[config.mk]
export PLATFORM = sky130hd
export DESIGN_NAME = keypad_scanner
export DESIGN_NICKNAME = d
export VERILOG_FILES = /design/src/rtl/keypad_scanner.sv
export SDC_FILE = /design/constraint.sdc
export NUM_CORES = 1
export LEC_CHECK = 0
export ABC_AREA = 1
export CORE_MARGIN = 2
export CORE_UTILIZATION = 56
export DETAILED_ROUTE_END_ITERATION = 10
export GPL_ROUTABILITY_DRIVEN = 1
export GPL_TIMING_DRIVEN = 0
export PLACE_DENSITY = 0.78
export SYNTH_ARGS = -nofsm -noshare
export SYNTH_HDL_FRONTEND = slang
export SYNTH_SLANG_ARGS = --single-unit
[constraint.sdc]
create_clock -name clk -period 1.7 [get_ports clk]
set_input_delay 0.34 -clock clk [delete_from_list [all_inputs] [get_ports clk]]
set_output_delay 0.34 -clock clk [all_outputs]
set_load 0.02 [all_outputs]
[src/rtl/keypad_scanner.sv]
// Matrix keypad scanner: walks a one-cold active-low column drive across
// NUM_COLS columns, synchronises and debounces the active-low row lines and
// reports each accepted key as row*NUM_COLS+col with a one-cycle strobe.
// Optional auto-repeat of the strobe while a key is held is enabled by
// defining KEYPAD_AUTOREPEAT_EN; the default build gives one strobe per press.
module keypad_scanner #(
  parameter int NUM_ROWS        = 4,
  parameter int NUM_COLS        = 4,
  parameter int SCAN_DIV        = 4,
  parameter int DEBOUNCE_CYCLES = 8,
  parameter int REPEAT_DELAY    = 64,
  parameter int REPEAT_RATE     = 16,
  localparam int KW = $clog2(NUM_ROWS * NUM_COLS)
) (
  input  logic                clk,
  input  logic                reset_n,
  input  logic [NUM_ROWS-1:0] kpr,
  output logic [NUM_COLS-1:0] kpc,
  output logic [KW-1:0]       key_code,
  output logic                key_strobe,
  output logic                key_held
);

  localparam int CW = $clog2(NUM_COLS);
  localparam int DW = $clog2(SCAN_DIV);
  localparam int BW = $clog2(DEBOUNCE_CYCLES + 1);
  localparam int RW = (NUM_ROWS > 1) ? $clog2(NUM_ROWS) : 1;
`ifdef KEYPAD_AUTOREPEAT_EN
  localparam int HW = $clog2(REPEAT_DELAY + 1);
`endif

  typedef enum logic [1:0] {SCAN, DEBOUNCE, HELD} state_t;

  state_t              state_q;
  logic [NUM_ROWS-1:0] sync1_q, kpr_s, snap_q;
  logic [CW-1:0]       col_q, next_col;
  logic [DW-1:0]       dwell_q;
  logic [BW-1:0]       cnt_q;
  logic [KW-1:0]       acc_code;
  logic                detect, accept, rel_done;
`ifdef KEYPAD_AUTOREPEAT_EN
  logic [HW-1:0]       hold_q;
`endif

  // Active-low drive pattern for a column index: column c is bit NUM_COLS-1-c.
  function automatic logic [NUM_COLS-1:0] col_drive(input logic [CW-1:0] col);
    logic [NUM_COLS-1:0] d;
    for (int c = 0; c < NUM_COLS; c++) d[NUM_COLS-1-c] = (int'(col) != c);
    return d;
  endfunction

  // Lowest-indexed low row wins when several rows are pressed together.
  function automatic logic [RW-1:0] first_low(input logic [NUM_ROWS-1:0] r);
    logic [RW-1:0] idx;
    idx = '0;
    for (int i = NUM_ROWS - 1; i >= 0; i--) if (!r[i]) idx = RW'(i);
    return idx;
  endfunction

  assign next_col = (col_q == CW'(NUM_COLS - 1)) ? '0 : col_q + CW'(1);
  assign acc_code = KW'(int'(first_low(kpr_s)) * NUM_COLS + int'(col_q));
  // Rows are only trusted once the settle window (dwell 0..2) has passed.
  assign detect   = (dwell_q >= DW'(3)) && (kpr_s != '1);
  assign accept   = ((state_q == SCAN) && detect && (DEBOUNCE_CYCLES == 1)) ||
                    ((state_q == DEBOUNCE) && (kpr_s == snap_q) &&
                     (cnt_q == BW'(DEBOUNCE_CYCLES - 1)));
  assign rel_done = (kpr_s == '1) && (cnt_q == BW'(DEBOUNCE_CYCLES - 1));

  // Two-flop synchroniser on the asynchronous row lines; idles high.
  always_ff @(posedge clk or negedge reset_n) begin
    if (!reset_n) begin
      sync1_q <= '1;
      kpr_s   <= '1;
    end else begin
      sync1_q <= kpr;
      kpr_s   <= sync1_q;
    end
  end

  // Scan / debounce / held sequencer with registered column drive and outputs.
  always_ff @(posedge clk or negedge reset_n) begin
    if (!reset_n) begin
      state_q    <= SCAN;
      col_q      <= '0;
      kpc        <= col_drive('0);
      dwell_q    <= '0;
      cnt_q      <= '0;
      snap_q     <= '1;
      key_code   <= '0;
      key_strobe <= 1'b0;
      key_held   <= 1'b0;
`ifdef KEYPAD_AUTOREPEAT_EN
      hold_q     <= '0;
`endif
    end else begin
      key_strobe <= 1'b0;
      if (accept) begin
        state_q    <= HELD;
        key_code   <= acc_code;
        key_held   <= 1'b1;
        key_strobe <= 1'b1;
        cnt_q      <= '0;
`ifdef KEYPAD_AUTOREPEAT_EN
        hold_q     <= '0;
`endif
      end else begin
        case (state_q)
          SCAN: begin
            if (detect) begin
              // Column freezes here until the key is released or rejected.
              snap_q  <= kpr_s;
              cnt_q   <= BW'(1);
              state_q <= DEBOUNCE;
            end else if (dwell_q == DW'(SCAN_DIV - 1)) begin
              col_q   <= next_col;
              kpc     <= col_drive(next_col);
              dwell_q <= '0;
            end else begin
              dwell_q <= dwell_q + DW'(1);
            end
          end
          DEBOUNCE: begin
            if (kpr_s != snap_q) begin
              // Bounce: resume scanning on this column, already settled.
              state_q <= SCAN;
              dwell_q <= DW'(3);
            end else begin
              cnt_q <= cnt_q + BW'(1);
            end
          end
          HELD: begin
            if (kpr_s != '1) begin
              cnt_q <= '0;
            end else if (rel_done) begin
              state_q  <= SCAN;
              key_held <= 1'b0;
              col_q    <= next_col;
              kpc      <= col_drive(next_col);
              dwell_q  <= '0;
              cnt_q    <= '0;
            end else begin
              cnt_q <= cnt_q + BW'(1);
            end
`ifdef KEYPAD_AUTOREPEAT_EN
            // First repeat REPEAT_DELAY after acceptance, then every REPEAT_RATE.
            if (rel_done) begin
              hold_q <= '0;
            end else if (hold_q == HW'(REPEAT_DELAY - 1)) begin
              key_strobe <= 1'b1;
              hold_q     <= HW'(REPEAT_DELAY - REPEAT_RATE);
            end else begin
              hold_q <= hold_q + HW'(1);
            end
`endif
          end
          default: state_q <= SCAN;
        endcase
      end
    end
  end

endmodule
==> flow_summary.ini <==
[outcome]
status = finished with violations
failed_checks = negative setup slack

[critical_path]
cp.arrival_ns = 2.06
launching_element_type_of_the_critical_path = flip-flop
endpoint_kind = flip-flop
worstPathRequired_ns = 1.99
timing_worst_setup_path_type = reg2reg
worst-r2r-setup-slack_ns = -0.07
critical_path.max_fanout = 7

[sta]
final_min_period_over_clock_period_pct = 104
final_critical_path_setup_slack_ns = -0.0745
max-slew-margin-rel_pct = 54.2
final_hold_violation_count = 0
timing_worst_slew_pin_value_ns = 0.687
setup_viol = 7
grt_setup_unrepaired = true
final_period_minus_worst_setup_slack_ns = 1.77
max_freq_mhz = 564
fin_worst_skew_ns = 0.00733
tns_ns = -0.194
final_max_slew_viol_count = 0

[floorplan]
chipWidth_um = 58.5
fp.dieArea_sq_um = 3420
fp-row-count = 19
floorplan.initialDensity_pct = 59.7
io_pins = 16
die-height_um = 58.5
floorplan.core_area_sq_um = 2780

[cells_and_area]
postLayoutCellArea_sq_um = 2060
final.fill_count = 188
design.final.nets = 231
areaGrowthSynthToFinish_pct = 24.2
final_common_cell = sky130_fd_sc_hd__nand2_1
sequential_cell_area_sq_um = 820
multi_input_area_sq_um = 792
insertedDiodeCount = 0
mostFrequentLayoutCells = sky130_fd_sc_hd__nand2_1, sky130_fd_sc_hd__inv_1, sky130_fd_sc_hd__dfrtp_1
post_layout_cell_count = 247
drive_above_1_share_pct = 29.2

[clocking]
cts_made_buffers = 5
post_cts_hold_buffer_count = 0
root_buffer = sky130_fd_sc_hd__clkbuf_4
cts.clk_slew.worst_paths_ns = 0.11
tritoncts = yes
cts_num_sinks = 32
max-clock-path-buffers = 2
worst_skew_pair.late_latency_ns = 0.35
cts_htree_levels = 2

[global_route]
first_pass_grt_wire_length_mm = 5.80
grt_util_met3_pct = 7.69
antenna_found_initial = 0
global_route.usage.total_pct = 23.1
first_global_vias = 1320
gr_util_met2_pct = 37.1
grt.overflow.total = 0
globalRouteMet1Util_pct = 27.4
grt-busiest-layer = met2
largest_net_degree_at_the_start_of_global_routing = 33

[route]
drc_errors = 0
vias = 1370
drtPass1Iterations = 4
detail_route.wirelength_mm = 3.61
detail_route.wl_per_cell_um = 14.6
avgViaCountPerCell = 5.55
postRouteAntennaNets = 0
drt-initial-drc-count = 49

[placed_design]
dpl-instance-area_sq_um = 1850
number_of_i_o_port_buffers = 15
dp_worst_setup_slack_ns = -0.307
place.detailed.hpwl_mm = 2.29
rd_place_congestion = 0.958
placed_cells_incl_taps = 229

[logic_synthesis]
async_reset_ff_share_pct = 100
yosysWarnings = 0
ys_seq_area_share_pct = 49.3
synth_seq_cells = 32
syn_area_sq_um = 1660
synth-edff-count = 0
postSynthAreaPerCell_sq_um = 9.08
synth_fp_nets = 199
most_common_flop_cell_mapped_by_yosys = sky130_fd_sc_hd__dfrtp_1
synth_cells = 183
yosys.cell_types.count = 28

[run]
number_of_max_capacitance_violations_reported = 0

[power_and_ir_drop]
p_leak_nw = 1.07
worst_ir_drop_vdd_mv = 1.18
power.density_nw_per_um2 = 1440

[hold_path]
hp-class = in2async
==> synthesized netlist by cell type (2+ instances only) <==
master | number | share of area [%]
sky130_fd_sc_hd__nor2_4 | 4 | 2.7
sky130_fd_sc_hd__nand2_1 | 63 | 14
sky130_fd_sc_hd__nand4_1 | 3 | 1.1
sky130_fd_sc_hd__nand3b_1 | 4 | 1.8
sky130_fd_sc_hd__dfstp_2 | 15 | 24
sky130_fd_sc_hd__o21ai_0 | 14 | 4.2
sky130_fd_sc_hd__a21oi_4 | 2 | 2.0
sky130_fd_sc_hd__nor2_1 | 5 | 1.1
sky130_fd_sc_hd__inv_1 | 20 | 4.5
sky130_fd_sc_hd__nand2_2 | 2 | 0.75
sky130_fd_sc_hd__nand3_1 | 9 | 2.7
sky130_fd_sc_hd__ha_1 | 10 | 7.5
sky130_fd_sc_hd__dfrtp_1 | 17 | 26
==> where the power goes <==
part	switching [mW]	internal, mW
logic	0.817	0.527
registers	0.149	1.02
clock network	0.292	0.162
==> routing by layer <==
| metal | wire length, um | share of wire (%) |
|---|---|---|
| met1 | 1460 | 41 |
| met2 | 1850 | 51 |
| met3 | 155 | 4.3 |
| met4 | 138 | 3.8 |
| met5 | 0 | 0 |
==> final cells by class <==
class,instances,share of cell area (%)
inverters,21,3.82
flip-flops and latches,32,39.7
multi-input cells,127,38.4
repair buffers,25,12.0
clock buffers,5,1.82
clock inverters,3,1.15
plain buffers,3,1.27
well taps,31,1.88
==> logic make-up after synthesis <==
logic type | share of synthesized area (%)
buf+inv | 5.95
flops | 49.3
fa+ha+maj | 7.53
compound gates | 8.28
mux | 0.602
simple gates | 28.3
==> flip-flops by register name, indices dropped and copies added, names as in the netlist <==
name        count
col_q           2
kpr_s           4
key_strobe      1
kpc             4
key_held        1
cnt_q           4
dwell_q         2
sync1_q         4
key_code        4
snap_q          4
state_q         2
==> per-stage QoR <==
stage / total power [mW] / hold WS (ns) / util, %
finish: 2.96 / 0.0229 / 74.2
global route: 3.18 / 0.0480 / 74.2
CTS: 2.82 / 0.364 / 69.1
detailed placement: 2.36 / 0.347 / 66.5
global placement: 2.27 / 0.345 / 66.5
floorplan: 2.02 / 0.0444 / -
==> worst paths after layout <==
| kind | start | depth (start not counted) | endpoint |
|---|---|---|---|
| min in group clk | sync1_q[1]$_DFF_PN1_ | 0 | kpr_s[1]$_DFF_PN1_ |
| max in group asynchronous | reset_n | 1 | key_held$_DFFE_PN0P_ |
| worst min register to register | sync1_q[1]$_DFF_PN1_ | 0 | kpr_s[1]$_DFF_PN1_ |
| worst max register to register | cnt_q[1]$_DFFE_PN0P_ | 9 | cnt_q[1]$_DFFE_PN0P_ |
| worst max-delay path | cnt_q[1]$_DFFE_PN0P_ | 9 | cnt_q[1]$_DFFE_PN0P_ |
| worst min-delay path | reset_n | 1 | key_strobe$_DFF_PN0_ |
==> what timing repair did <==
item,4_1_cts,5_1_grt
setup buffers,2,7
setup endpoints to repair,6,24
resized for setup,3,24
cloned,0,1
pin swaps,0,5
==> worst max-delay path, cell delays in order, from the launching register on <==
cell and delay, ns:
sky130_fd_sc_hd__dfrtp_1 0.40, sky130_fd_sc_hd__ha_2 0.20, sky130_fd_sc_hd__nand2_2 0.08, sky130_fd_sc_hd__nor2_4 0.16, sky130_fd_sc_hd__buf_4 0.15, sky130_fd_sc_hd__nand4_4 0.20, sky130_fd_sc_hd__buf_8 0.21, sky130_fd_sc_hd__a21oi_4 0.12
sky130_fd_sc_hd__nand2_1 0.10, sky130_fd_sc_hd__nand2_1 0.10
Power figures use the tool's default switching activity.
